==> src/rtl/cut_driver.sv <==
// Stepper-motor coil sequencer for the cutter: paces steps, counts a stroke, holds torque.
// Define CUT_DRIVER_HALFSTEP_EN for the 8-entry half-step sequence; otherwise full-step.
module cut_driver #(
    parameter int STEP_DIV     = 250000,
    parameter int STROKE_STEPS = 512
) (
    input  logic        clk,
    input  logic        rst,
    input  logic        en_i,
    input  logic        direction_i,
    output logic [3:0]  coil_o,
    output logic        busy_o,
    output logic        stroke_done_o,
    output logic [15:0] step_cnt_o
);

    localparam logic [1:0] ST_IDLE = 2'd0;
    localparam logic [1:0] ST_RUN  = 2'd1;
    localparam logic [1:0] ST_HOLD = 2'd2;

    localparam int              DIV_W       = (STEP_DIV > 2) ? $clog2(STEP_DIV) : 1;
    localparam logic [DIV_W-1:0] DIV_LAST    = DIV_W'(STEP_DIV - 1);
    localparam logic [15:0]     STROKE_LAST = 16'(STROKE_STEPS);

    logic [1:0]       state;
    logic [DIV_W-1:0] div;
    logic [2:0]       phase;
    logic             dir_q;
    logic [2:0]       phase_next;
    logic [15:0]      cnt_next;

    function automatic logic [3:0] pattern(input logic [2:0] p);
        logic [3:0] pat;
`ifdef CUT_DRIVER_HALFSTEP_EN
        case (p)
            3'd0:    pat = 4'b0001;
            3'd1:    pat = 4'b0011;
            3'd2:    pat = 4'b0010;
            3'd3:    pat = 4'b0110;
            3'd4:    pat = 4'b0100;
            3'd5:    pat = 4'b1100;
            3'd6:    pat = 4'b1000;
            default: pat = 4'b1001;
        endcase
`else
        // phase[2] is always 0 in this build, so the upper half simply mirrors the lower.
        case (p)
            3'd0, 3'd4: pat = 4'b0011;
            3'd1, 3'd5: pat = 4'b0110;
            3'd2, 3'd6: pat = 4'b1100;
            default:    pat = 4'b1001;
        endcase
`endif
        return pat;
    endfunction

    always_comb begin
`ifdef CUT_DRIVER_HALFSTEP_EN
        phase_next = dir_q ? (phase - 3'd1) : (phase + 3'd1);
`else
        phase_next = {1'b0, (dir_q ? (phase[1:0] - 2'd1) : (phase[1:0] + 2'd1))};
`endif
        cnt_next = step_cnt_o + 16'd1;
    end

    // Disable beats a direction change, which beats a pending step; phase survives everything but rst.
    always_ff @(posedge clk) begin
        if (rst) begin
            state         <= ST_IDLE;
            div           <= '0;
            phase         <= 3'd0;
            dir_q         <= 1'b0;
            coil_o        <= 4'b0000;
            busy_o        <= 1'b0;
            stroke_done_o <= 1'b0;
            step_cnt_o    <= 16'd0;
        end else begin
            stroke_done_o <= 1'b0;
            if (state == ST_IDLE) begin
                div        <= '0;
                step_cnt_o <= 16'd0;
                if (en_i) begin
                    state  <= ST_RUN;
                    dir_q  <= direction_i;
                    coil_o <= pattern(phase);
                    busy_o <= 1'b1;
                end else begin
                    coil_o <= 4'b0000;
                    busy_o <= 1'b0;
                end
            end else if (!en_i) begin
                state      <= ST_IDLE;
                div        <= '0;
                step_cnt_o <= 16'd0;
                coil_o     <= 4'b0000;
                busy_o     <= 1'b0;
            end else if (direction_i != dir_q) begin
                state      <= ST_RUN;
                dir_q      <= direction_i;
                div        <= '0;
                step_cnt_o <= 16'd0;
                busy_o     <= 1'b1;
            end else if (state == ST_RUN) begin
                if (div == DIV_LAST) begin
                    div        <= '0;
                    phase      <= phase_next;
                    coil_o     <= pattern(phase_next);
                    step_cnt_o <= cnt_next;
                    if (cnt_next == STROKE_LAST) begin
                        state         <= ST_HOLD;
                        busy_o        <= 1'b0;
                        stroke_done_o <= 1'b1;
                    end
                end else begin
                    div <= div + DIV_W'(1);
                end
            end else begin
                state  <= ST_HOLD;
                busy_o <= 1'b0;
            end
        end
    end

endmodule

==> config.mk <==
export PLATFORM = sky130hd
export DESIGN_NAME = cut_driver
export DESIGN_NICKNAME = d
export VERILOG_FILES = /design/src/rtl/cut_driver.sv
export SDC_FILE = /design/constraint.sdc
export NUM_CORES = 1
export LEC_CHECK = 0
export CAP_MARGIN = 20
export CORE_MARGIN = 4
export CORE_UTILIZATION = 53
export DETAILED_ROUTE_END_ITERATION = 6
export PLACE_DENSITY_LB_ADDON = 0.1
export REMOVE_ABC_BUFFERS = 1
export SKIP_CTS_REPAIR_TIMING = 1
export SYNTH_ARGS = -nofsm -noshare
export SYNTH_HDL_FRONTEND = slang
export SYNTH_SLANG_ARGS = --single-unit
export TNS_END_PERCENT = 100
==> constraint.sdc <==
create_clock -name clk -period 2.8 [get_ports clk]
set_clock_uncertainty 0.2 [all_clocks]
set_input_delay 0.84 -clock clk [delete_from_list [all_inputs] [get_ports clk]]
set_output_delay 0.84 -clock clk [all_outputs]
set_load 0.005 [all_outputs]
==> results_dict.tcl <==
set metrics [dict create \
    outcome "complete, no violations" \
    slowest_stage "dfxtp_1" \
    synth_warnings 0 \
    postRouteAntennaNets 0 \
    grt.total_usage 0.186 \
    r2r_start "step_cnt_o[1]$_SDFFE_PP0N_" \
    clk_pin_slew_worst_paths_ns 0.08 \
    wl_per_cell_um 13.5 \
    grt_max_degree 19 \
    synth_top_area_frac 0.364 \
    die_w_um 76.3 \
    start_kind "register" \
    antenna_cells 0 \
    nFillCells 391 \
    crit_cells 6 \
    io_pins 26 \
    clock.fmax_mhz 407 \
    clock-sinks 45 \
    die_h_um 76.3 \
    crit_fanout 8 \
    critPathArrivalTime_ns 2.43 \
    post_drt_via_cell_ratio 5.63 \
    setup.worst_path.start "step_cnt_o[1]$_SDFFE_PP0N_" \
    path_buf_inv 0 \
    critPathTopFamily "simple AND/OR/NAND/NOR gates" \
    clkPwrFrac 0.353 \
    synth.top_cells.by_count "47 x nor2_1, 45 x dfxtp_1, 22 x xnor2_1, 20 x nand2_1, 13 x nand3_1" \
    core_area_um2 4440 \
    fin_crit_ns 2.46 \
    drv_slew 0 \
    htreeDepth 2 \
    swShare 0.224 \
    netlist-cell-type-count 46 \
    antenna_found_initial 0 \
    vias 2124 \
    async_reset_ff_frac 0 \
    max_slew_margin 0.502 \
    synth_area_um2 2470 \
    fin_crit_sh 0.878 \
    holdPathStages 2 \
    crit_type "register to register" \
    clk_latency_ns 0.29 \
    synth.area.top_cells "dfxtp_1 36%, xnor2_1 7.8%, nor2_1 7.1%" \
    overflow 0 \
    syn_area_per_cell_um2 8.33 \
    setup_viol 0 \
    drtPass1Iterations 4 \
    grt_pass1_wl_mm 9.09 \
    ys.flop_type "dfxtp_1" \
    worstRegToRegCells 6 \
    p_comb_frac 0.051 \
    hp-class "register to register" \
    synth_edf_count 0 \
    worst_slew_pin_slew_ns 0.740 \
    required_ns 2.77 \
    dieArea_um2 5830 \
    p_leak_uw 0.000952 \
    cts_buffers 5 \
    area_growth_pct 16.2 \
    ys_seq_area_frac 0.364 \
    synth_cells 297 \
    drc 0 \
    fin_ws_ns 0.342 \
    final_util 0.647 \
    dp_hpwl_mm 3.83 \
    rows 24 \
    cts_tree "built" \
    power_frac_seq 0.597 \
    netlist.top_cell.by_area "dfxtp_1" \
    peakVddDrop_uv 232 \
    initial_core_util 0.557 \
    grt_pass1_vias 1970 \
    maxCapViolations 0 \
    crit_chain "ha_1 > nand2_1 > nor4b_1 > mux2i_1 > o2111a_1 > a311oi_1" \
    hold_start "coil_o[1]$_SDFFE_PP0P_" \
    rsz0062_at_grt "false" \
    post-place-ws_ns 0.143 \
    synth_most_common_cell "nor2_1" \
    ys_seq_elements 45 \
    slowest_delay_ns 0.46 \
    clockBufferDepth 2 \
    powerDensity_nw_per_um2 380 \
    p_int_uw 848 \
    drive_above_1_share 0.0677 \
    num-nets-final 338 \
    hold_violations 0 \
    final.setup.tns_ns 0 \
    drt_iter0_markers 80 \
    cp-end-kind "register" \
    clock-root-buffer "clkbuf_8" \
    io_buffers 25 \
    gp_congestion 0.895 \
    wirelength_mm 5.08 \
    p_switching_uw 245 \
]
power groups by stage:
stage,Sequential (uW),Clock [uW],Combinational [uW]
CTS,652,402,55.8
floorplan,666,0,28.3
detailed placement,667,0,55.6
global route,653,429,62.4
global placement,667,0,54.9
finish,652,386,55.5
sequential cells by signal, summed over array words and instances, names as in the netlist:
name           count
div               18
step_cnt_o        16
coil_o             4
phase              2
state              2
busy_o             1
dir_q              1
stroke_done_o      1
layout by cell type, fill, tap and decap left out, types with 7 or more instances in the layout:
| master | instances |
|---|---|
| xnor2_1 | 22 |
| xor2_1 | 12 |
| inv_1 | 11 |
| o21ai_0 | 10 |
| nand4_1 | 8 |
| nand3_1 | 13 |
| clkdlybuf4s50_1 | 25 |
| and3_1 | 8 |
| nor2_1 | 47 |
| nor4_1 | 11 |
| buf_4 | 9 |
| mux2i_1 | 7 |
| nand2_1 | 20 |
| a21oi_1 | 7 |
| dfxtp_1 | 45 |
| ha_1 | 10 |
| nor3_1 | 9 |
stage by stage:
step                std cells  hold slack (ns)  instance area, um^2  total power [uW]
floorplan                 283            0.268                 2410               694
global placement          369            0.267                 2790               722
detailed placement        369            0.266                 2790               723
CTS                       377            0.286                 2880              1110
global route              377            0.311                 2880              1150
finish                    377            0.281                 2880              1090
final cells by class:
cell class	count	area [um^2]	area share
clock buffers	6	72.6	0.0252
clock inverters	2	10.0	0.00348
inverters	11	41.3	0.0144
multi-input cells	227	1470	0.510
flip-flops and latches	45	901	0.313
well taps	52	65.1	0.0226
repair buffers	34	318	0.111
worst min-delay path: cells and delay by family, from the launching register on:
kind | cells | cell delay (ns)
flip-flops | 1 | 0.32
multiplexers | 1 | 0.06
AND/OR/NAND/NOR | 1 | 0.06
metal layers:
| layer | vias up | global-route usage | routed length, um |
|---|---|---|---|
| met5 | - | 0 | 0 |
| met4 | 0 | 0.0562 | 64 |
| met3 | 6 | 0.0414 | 201 |
| met2 | 37 | 0.306 | 2350 |
| met1 | 988 | 0.242 | 2460 |
| li1 | 1093 | - | - |
logic make-up after synthesis:
family	synth area share
AOI/OAI and AO/OA	0.0961
buffers and inverters	0.0430
muxes	0.0329
adders and majority gates	0.0506
DFF	0.364
and+or+nand+nor	0.293
xor gates and xnor gates	0.120
final timing paths:
| check | end | slack [ns] |
|---|---|---|
| hold / removal | coil_o[1]$_SDFFE_PP0P_ | 0.28 |
| setup / recovery | state[0]$_SDFFE_PP0P_ | 0.34 |
| setup reg to reg | state[0]$_SDFFE_PP0P_ | 0.34 |
| hold reg to reg | coil_o[1]$_SDFFE_PP0P_ | 0.28 |
Note: power is estimated with default switching activity, not from simulation.
